`src/rtl/hs_flow_motion_stats.sv`:
```
// Per-pixel L1 optical-flow magnitude, motion flag and per-frame motion statistics.
// Optional: define HS_FLOW_STATS_SUM_EN to add io_mag_sum, the saturating per-frame sum of io_mag_out.
module hs_flow_motion_stats #(
  parameter int FP_WIDTH     = 26,
  parameter int IMAGE_WIDTH  = 584,
  parameter int IMAGE_HEIGHT = 388,
  parameter int MAG_SHIFT    = 12,
  parameter int CNT_WIDTH    = 18
) (
  input  logic                 clk,
  input  logic                 reset,
  input  logic                 io_frame_sync_in,
  input  logic [FP_WIDTH-1:0]  io_data_in_u,
  input  logic [FP_WIDTH-1:0]  io_data_in_v,
  input  logic [FP_WIDTH-1:0]  io_threshold,
  output logic                 io_frame_sync_out,
  output logic [7:0]           io_mag_out,
  output logic                 io_motion_flag,
  output logic                 io_stats_valid,
  output logic [CNT_WIDTH-1:0] io_motion_count,
  output logic [7:0]           io_max_mag,
  output logic                 io_frame_error
`ifdef HS_FLOW_STATS_SUM_EN
  ,
  output logic [31:0]          io_mag_sum
`endif
);

  localparam logic [CNT_WIDTH-1:0] IMAGE_SIZE = CNT_WIDTH'(IMAGE_WIDTH * IMAGE_HEIGHT);
  localparam logic [FP_WIDTH-2:0]  ABS_MAX    = '1;

  typedef enum logic {IDLE, ACTIVE} state_t;

  // The most negative input has no positive twin, so it clamps to the largest positive value.
  function automatic logic [FP_WIDTH-2:0] abs_sat(input logic [FP_WIDTH-1:0] x);
    if (!x[FP_WIDTH-1])
      abs_sat = x[FP_WIDTH-2:0];
    else if (x[FP_WIDTH-2:0] == '0)
      abs_sat = ABS_MAX;
    else
      abs_sat = ~x[FP_WIDTH-2:0] + (FP_WIDTH-1)'(1);
  endfunction

  logic [FP_WIDTH-2:0] abs_u, abs_v;
  logic                sync_s1;
  logic [FP_WIDTH:0]   mag_wide;
  logic [FP_WIDTH-1:0] mag, mag_shifted;
  logic [7:0]          mag_sat8;

  assign mag_wide    = {2'b00, abs_u} + {2'b00, abs_v};
  assign mag         = mag_wide[FP_WIDTH] ? '1 : mag_wide[FP_WIDTH-1:0];
  assign mag_shifted = mag >> MAG_SHIFT;
  assign mag_sat8    = (|mag_shifted[FP_WIDTH-1:8]) ? 8'hFF : mag_shifted[7:0];

  always_ff @(posedge clk) begin
    if (reset) begin
      abs_u             <= '0;
      abs_v             <= '0;
      sync_s1           <= 1'b0;
      io_frame_sync_out <= 1'b0;
      io_mag_out        <= '0;
      io_motion_flag    <= 1'b0;
    end else begin
      abs_u             <= abs_sat(io_data_in_u);
      abs_v             <= abs_sat(io_data_in_v);
      sync_s1           <= io_frame_sync_in;
      io_frame_sync_out <= sync_s1;
      io_mag_out        <= mag_sat8;
      io_motion_flag    <= (mag > io_threshold);
    end
  end

  state_t               state, state_next;
  logic [CNT_WIDTH-1:0] pix_cnt, acc_cnt, pix_cnt_next, acc_cnt_next;
  logic [7:0]           acc_max, acc_max_next;
  logic [CNT_WIDTH-1:0] pix_n, cnt_n, motion_count_next;
  logic [7:0]           max_n, max_mag_next;
  logic                 stats_valid_next, frame_error_next;

  // A sync pixel always seeds a fresh frame; otherwise the current pixel extends the open one.
  assign pix_n = io_frame_sync_out ? CNT_WIDTH'(1) : pix_cnt + CNT_WIDTH'(1);
  assign cnt_n = (io_frame_sync_out ? '0 : acc_cnt) + CNT_WIDTH'(io_motion_flag);
  assign max_n = (io_frame_sync_out || io_mag_out > acc_max) ? io_mag_out : acc_max;

`ifdef HS_FLOW_STATS_SUM_EN
  logic [31:0] acc_sum, acc_sum_next, mag_sum_next, sum_n;
  logic [32:0] sum_wide;
  assign sum_wide = {1'b0, (io_frame_sync_out ? 32'd0 : acc_sum)} + 33'(io_mag_out);
  assign sum_n    = sum_wide[32] ? 32'hFFFF_FFFF : sum_wide[31:0];
`endif

  always_comb begin
    state_next        = state;
    pix_cnt_next      = pix_cnt;
    acc_cnt_next      = acc_cnt;
    acc_max_next      = acc_max;
    stats_valid_next  = 1'b0;
    frame_error_next  = io_frame_sync_out && (state == ACTIVE);
    motion_count_next = io_motion_count;
    max_mag_next      = io_max_mag;
`ifdef HS_FLOW_STATS_SUM_EN
    acc_sum_next      = acc_sum;
    mag_sum_next      = io_mag_sum;
`endif
    if (io_frame_sync_out || state == ACTIVE) begin
      if (pix_n == IMAGE_SIZE) begin
        state_next        = IDLE;
        stats_valid_next  = 1'b1;
        motion_count_next = cnt_n;
        max_mag_next      = max_n;
`ifdef HS_FLOW_STATS_SUM_EN
        mag_sum_next      = sum_n;
`endif
      end else begin
        state_next   = ACTIVE;
        pix_cnt_next = pix_n;
        acc_cnt_next = cnt_n;
        acc_max_next = max_n;
`ifdef HS_FLOW_STATS_SUM_EN
        acc_sum_next = sum_n;
`endif
      end
    end
  end

  always_ff @(posedge clk) begin
    if (reset) begin
      state           <= IDLE;
      pix_cnt         <= '0;
      acc_cnt         <= '0;
      acc_max         <= '0;
      io_stats_valid  <= 1'b0;
      io_frame_error  <= 1'b0;
      io_motion_count <= '0;
      io_max_mag      <= '0;
`ifdef HS_FLOW_STATS_SUM_EN
      acc_sum         <= '0;
      io_mag_sum      <= '0;
`endif
    end else begin
      state           <= state_next;
      pix_cnt         <= pix_cnt_next;
      acc_cnt         <= acc_cnt_next;
      acc_max         <= acc_max_next;
      io_stats_valid  <= stats_valid_next;
      io_frame_error  <= frame_error_next;
      io_motion_count <= motion_count_next;
      io_max_mag      <= max_mag_next;
`ifdef HS_FLOW_STATS_SUM_EN
      acc_sum         <= acc_sum_next;
      io_mag_sum      <= mag_sum_next;
`endif
    end
  end

endmodule
```
`config.mk`:
```
export PLATFORM = sky130hd
export DESIGN_NAME = hs_flow_motion_stats
export DESIGN_NICKNAME = d
export VERILOG_FILES = /design/src/rtl/hs_flow_motion_stats.sv
export SDC_FILE = /design/constraint.sdc
export NUM_CORES = 1
export LEC_CHECK = 0
export BUFFER_PORTS_ARGS = -buffer_cell sky130_fd_sc_hd__buf_2
export CAP_MARGIN = 25
export CORE_MARGIN = 2
export CORE_UTILIZATION = 55
export CTS_CLUSTER_DIAMETER = 30
export DETAILED_ROUTE_END_ITERATION = 8
export GPL_ROUTABILITY_DRIVEN = 1
export GPL_TIMING_DRIVEN = 0
export PLACE_DENSITY = 0.77
export SLEW_MARGIN = 30
export SYNTH_ARGS = -nofsm -noshare
export SYNTH_HDL_FRONTEND = slang
export SYNTH_SLANG_ARGS = --single-unit
```
`constraint.sdc`:
```
create_clock -name clk -period 4.2 [get_ports clk]
set_input_delay 0.42 -clock clk [delete_from_list [all_inputs] [get_ports clk]]
set_output_delay 0.42 -clock clk [all_outputs]
set_load 0.1 [all_outputs]
```
Yosys cells after proc, flatten, opt, wreduce, memory -nomap -nowiden

Cells that the tools add are included.

Register bits after elaboration: 134
Input bits: 81
Output and inout port bits: 38
Word-level logic and storage cells: 46

$add $sub $neg: 5
$lt $le $gt $ge: 2
Equality and inequality tests: 1
Multiplexer cells: 11
Bitwise operators: 4
Reduce and logical (&&, ||, !) cells: 9

Operators with widths:

| operator                | count |
|---|---|
| $mux W25                | 4 |
| $add A25 B1 Y25 const B | 2 |
| $logic_not A25 Y1       | 2 |
| $not A25 Y25            | 2 |
| $mux W18                | 2 |
| $add A25 B25 Y26        | 1 |
| $gt A26 B26 Y1          | 1 |
| $mux W26                | 1 |
| $add A18 B1 Y18         | 1 |
| $add A18 B1 Y18 const B | 1 |
| $eq A18 B18 Y1 const B  | 1 |
| $mux W8                 | 2 |
| $gt A8 B8 Y1            | 1 |
| $reduce_or A6 Y1        | 1 |
| $reduce_and A2 Y1       | 2 |
| $logic_or A1 B1 Y1      | 2 |
| $mux W1                 | 2 |
| $not A1 Y1              | 2 |
| $reduce_or A2 Y1        | 1 |
| $logic_and A1 B1 Y1     | 1 |

Logic depth before layout (Yosys ltp)

Word-level depth: 5
Mapped depth: 19
Gate-level depth less buffers: 19

Worst setup path after synthesis

Ideal clock, no wire load.

Kind: register -> register
Start point: register abs_u[0]
End point: register io_motion_flag
Library setup time: 0.127 ns
Arrival: 3.369 ns
Required time: 4.073 ns
Path slack: 0.704 ns
Cell stages (with the launch flop): 20
Path buffers: 0
Clock period less this slack: 3.496 ns
Path through: dfxtp_1 ha_1 inv_1 fa_1 nand2b_1 a21oi_1 o2111ai_1 nor3b_1 or4_1 o211ai_1 inv_1 ha_1 a21o_1 a21o_1 a21oi_1 nor2b_1 o21ai_0 a21oi_1 a211oi_1 a311oi_1

Cells in the longest elaborated chain, start to end: 3

RTL lines:

| element                | RTL line | source |
|---|---|---|
| from (decl)            | 44       | `logic [FP_WIDTH-2:0] abs_u, abs_v;` |
| from (signal assigned) | 64       | `abs_u <= abs_sat(io_data_in_u);` |
| $add A25 B25 Y26       | 50       | `assign mag_wide = {2'b00, abs_u} + {2'b00, abs_v};` |
| $mux W26               | 51       | `assign mag = mag_wide[FP_WIDTH] ? '1 : mag_wide[FP_WIDTH-1:0];` |
| $gt A26 B26 Y1         | 69       | `io_motion_flag <= (mag > io_threshold);` |
| to (signal assigned)   | 69       |  |
| to (decl)              | 18       | `output logic io_motion_flag,` |

Every way passes these cells.
A chain may end at the register's enable or synchronous reset.

Final worst setup path

Ends and elaborated chain as after synthesis.

==> implementation parameters <==
Parameter                              Value

Outcome
  Status ... completed

Global routing
  Combined global-route utilization of all metal layers ... between 20 and 30%
  Pin count of the biggest net entering global routing ... 17
  Vias in the first global route ... 7641
  Number of antenna violations at the first check in global routing ... 0
  Global-route wire length before repair ... 36400 um
  Residual overflow from global routing ... 0

Route
  Count of nets left with antenna violations after detail routing ... 0
  Number of design rule violations left after detail routing ... 0
  Wire length the detailed router placed on met1 ... about 10000 um
  DRT iter0 DRCs ... 675
  Vias per cell ... 5.82
  Total routed wirelength ... 22400 um
  Post-detailed-route wirelength per cell ... roughly 16 um
  Wire length on met3 ... 1270 um
  Top routing layer used ... met4
  Total iterations of the first detailed-routing run ... 6
  Met2 WL ... 10500 um
  Number of vias after detailed routing ... 8205

Finish
  Synth-to-Final Area Change ... 18.0%
  Fraction of layout instances using a drive strength above 1 ... 15.4%
  Fillcell total ... roughly 1300
  Final standard cell count with taps included and fillers excluded ... 1410
  Commonest non-fill, non-tap cell in the layout ... dfxtp_1
  Commonest non-fill, non-tap cells in the layout ... dfxtp_1, buf_2, a21oi_1
  Net count, final ... 1355
  Total inserted antenna cells ... 0
  Final design utilization ... 66.2%

Synth
  Async set or reset register ratio after synthesis ... 0%
  Syn Std Cell Area ... between 8000 and 9000 um2
  Count of flip-flops with a built-in enable after synthesis ... 0
  Multiplexer fraction of the synthesized cell area ... 1.79%
  Share of synthesized area occupied by flip-flops and latches ... 31.5%
  Synth Net Count ... roughly 1200
  Synth Area in Compound Gates ... 21.2%
  XOR/XNOR Fraction of Synth Area ... 9.25%
  Yosys reg bits ... 134
  Ys Warns ... 0
  Post-synthesis adder-cell area fraction ... under 10%
  Top_reg_cell synth ... dfxtp_1
  Largest family of logic cells by synthesized area ... compound AO/OA/AOI/OAI gates
  Post-synthesis simple-gate area fraction ... 20.7%
  Mean post-synth cell area ... 7.95 um2
  Mapped Cells ... around 1100
  Unique masters post-synth ... 67

Floorplan
  IO Pins ... 119
  Die width ... roughly 130 um
  Starting utilization of the core area ... 56.1%
  Die Span Y ... roughly 130 um
  Rows ... 45
  Area inside the core boundary ... 15200 um2
  Floorplan die area ... 16500 um2

Placed design
  Number of buffers added on ports ... 118
  Worst setup timing slack at the placement stage ... -0.136 ns
  Placed instance count ... 1378
  Routability congestion estimate from global placement ... about 0.91
  HPWL reported at the end of detailed placement ... 16800 um

CTS
  Clock Tree Buf Depth ... 2
  Clk sink count ... between 100 and 150
  Number of levels the H-tree was split into ... 4
  Clock input transition at the sequential cells of the worst setup and hold paths ... 0.06 ns
  CTS Root Buffer Type ... clkbuf_16
  TritonCTS clock tree ... built
  TritonCTS buffer count ... 17
  Clock latency of the later-clocked register in the worst-skew pair ... 0.43 ns
  Number of buffers inserted by post-CTS setup repair ... 0
  Number of buffers inserted for hold repair after clock tree synthesis ... 0

Hold path
  Count of cells along the worst hold path ... 2
  Min-delay src ... io_frame_sync_in
  End point of the most critical hold path ... sync_s1$_SDFF_PP0_
  Hold WC Path Type ... input pin to register

Timing
  Period utilisation layout ... 94.8%
  Setup skew after layout ... ~0.0057 ns
  Max Clk Rate ... 251 MHz
  Remaining max-slew budget at the tightest pin ... 47.2%
  Number of max-slew violations in the final report ... 0
  Worst Slack Setup Final ... 0.219 ns
  Final critical path time including I/O delays and setup ... around 4.0 ns
  Slew at the pin with the worst max-slew slack ... slightly below 0.8 ns
  Setup violators final ... 0
  Fin Setup TNS ... 0 ns
  Number of endpoints with negative hold slack in the final report ... 0
  Unrepaired setup endpoints after global routing ... false

Power and ir drop
  Cell Pwr Density ... 375 nW/um2
  Worst supply voltage drop on vdd ... 0.304 mV
  Pwr Total ... 3.77 mW
  LEAKAGE ... 4.33 nW

Worst setup path
  Worst Path Arrival ... 4.29 ns
  CP Capture Type ... register
  Required time worst endpoint ... 4.50 ns
  Kind of launch point of the worst setup path ... register
  R2r startpoint ... abs_u[0]$_SDFF_PP0_
  Number of cells on the worst reg-to-reg path ... 19
  Class of the most critical setup path ... register to register
  Highest cell delay on the worst timing path ... 0.51 ns
  Cell breakdown of the critical path ... ha_1, inv_1, fa_1, nand2b_1, a21oi_2, o2111ai_2, nor3b_1, or4_1, o211ai_1, inv_1, ha_1, a21o_1, a21o_1, a21oi_1, nor2b_1, o21ai_1, a21oi_2, a211oi_2, a311oi_1
  End of the worst register-to-register path ... io_motion_flag$_SDFF_PP0_
  Critical path fanouts, max ... 3
  Slack of the worst reg-to-reg path ... 0.22 ns
  Cell with the largest stage delay on the worst path ... or4_1

Run
  Max-cap violations ... 0
==> logic make-up (layout without fill, tap and decap cells) <==
family,Yosys count,after routing
multiplexers,15,15
AND/OR/NAND/NOR,345,345
AO/OA/AOI/OAI,299,299
adder cells (fa/ha/maj),65,65
XOR/XNOR,90,90
flip-flops,134,134
buffers and inverters,124,274
==> repair_timing <==
item / 4_1_cts / 5_1_grt
setup endpoints to repair: 1 / 1
resized for setup: 2 / 10
pin swaps: 0 / 2
endpoints found under the hold margin: 0 / 0
==> how the worst max path moves through the flow <==
stage / startpoint / cells past startpoint / slack, ns / to
finish: abs_u[0]$_SDFF_PP0_ / 19 / 0.22 / io_motion_flag$_SDFF_PP0_
global placement: abs_u[0]$_SDFF_PP0_ / 14 / -0.02 / io_motion_flag$_SDFF_PP0_
floorplan: abs_u[0]$_SDFF_PP0_ / 19 / 0.70 / io_motion_flag$_SDFF_PP0_
CTS: abs_u[1]$_SDFF_PP0_ / 18 / 0.08 / io_motion_flag$_SDFF_PP0_
global route: abs_u[0]$_SDFF_PP0_ / 19 / 0.005 / io_motion_flag$_SDFF_PP0_
detailed placement: abs_u[0]$_SDFF_PP0_ / 14 / -0.14 / io_motion_flag$_SDFF_PP0_
==> cell type report <==
| class | instances | area, um2 | area share (%) |
|---|---|---|---|
| plain buffers | 52 | 238 | 2.36 |
| clock buffers | 20 | 457 | 4.54 |
| clock inverters | 12 | 199 | 1.98 |
| inverters | 72 | 270 | 2.69 |
| multi-input cells | 814 | 5390 | 53.6 |
| flip-flops and latches | 134 | 2680 | 26.7 |
| well taps | 188 | 235 | 2.34 |
| repair buffers | 118 | 591 | 5.87 |
==> sequential cells by signal, summed over array words and instances, names as in the netlist <==
name               flops
io_max_mag             8
io_stats_valid         1
io_motion_count       18
io_frame_error         1
acc_cnt               18
io_mag_out             8
io_frame_sync_out      1
abs_v                 25
pix_cnt               18
io_motion_flag         1
state                  1
sync_s1                1
acc_max                8
abs_u                 25
==> report_power, final <==
part	internal [mW]	total, mW	switching [mW]
clock	1.08	1.65	0.568
sequential	1.33	1.36	0.0319
combinational	0.289	0.762	0.474
total	2.70	3.77	1.07
==> synthesized netlist by cell type, types with 3 or more instances <==
library cell	number	area, um2
a2111oi_0	3	26.3
a211oi_1	22	165
a21o_1	18	135
a21oi_1	125	626
a311o_1	3	30.0
a311oi_1	4	35.0
a31oi_1	7	43.8
and2_1	8	50.1
and3_1	12	75.1
buf_1	3	11.3
buf_2	10	50.1
buf_6	3	33.8
clkbuf_1	34	128
dfxtp_1	134	2680
ha_1	64	801
inv_1	71	267
mux2i_1	13	130
nand2_1	85	319
nand2b_1	11	68.8
nand3_1	46	230
nand3b_1	6	45.0
nand4_1	23	144
nor2_1	76	285
nor2b_1	19	119
nor3_1	11	55.1
nor3b_1	5	37.5
nor4_1	7	43.8
o211ai_1	9	67.6
o21a_1	7	52.6
o21ai_0	66	330
o21bai_1	3	22.5
o311ai_0	3	26.3
o31ai_1	7	52.6
o41ai_1	4	35.0
or2_2	5	31.3
or3_1	14	87.6
or4_1	5	37.5
xnor2_1	50	438
xor2_1	40	350
==> metal layers <==
| metal | vias to the layer above | track usage [%] |
|---|---|---|
| met5 | - | 0 |
| met4 | 0 | 10.1 |
| met3 | 47 | 4.82 |
| met2 | 315 | 47.5 |
| met1 | 3753 | 34.1 |
| li1 | 4090 | - |
==> worst max-delay path: cells and delay by family, from the launching register on <==
family / cells / cell delay (ns)
flip-flops: 1 / 0.32
AND/OR/NAND/NOR: 4 / 1.01
AO/OA/AOI/OAI: 10 / 1.62
adder cells (fa/ha/maj): 3 / 0.76
buffers and inverters: 2 / 0.15
==> through the flow <==
step	area (um2)	hold slack, ns
6_report	10100	0.210
5_1_grt	10100	0.218
4_1_cts	10000	0.207
3_5_place_dp	9350	0.443
3_3_place_gp	9350	0.420
2_1_floorplan	8530	0.414
Note: power is estimated with default switching activity, not from simulation.
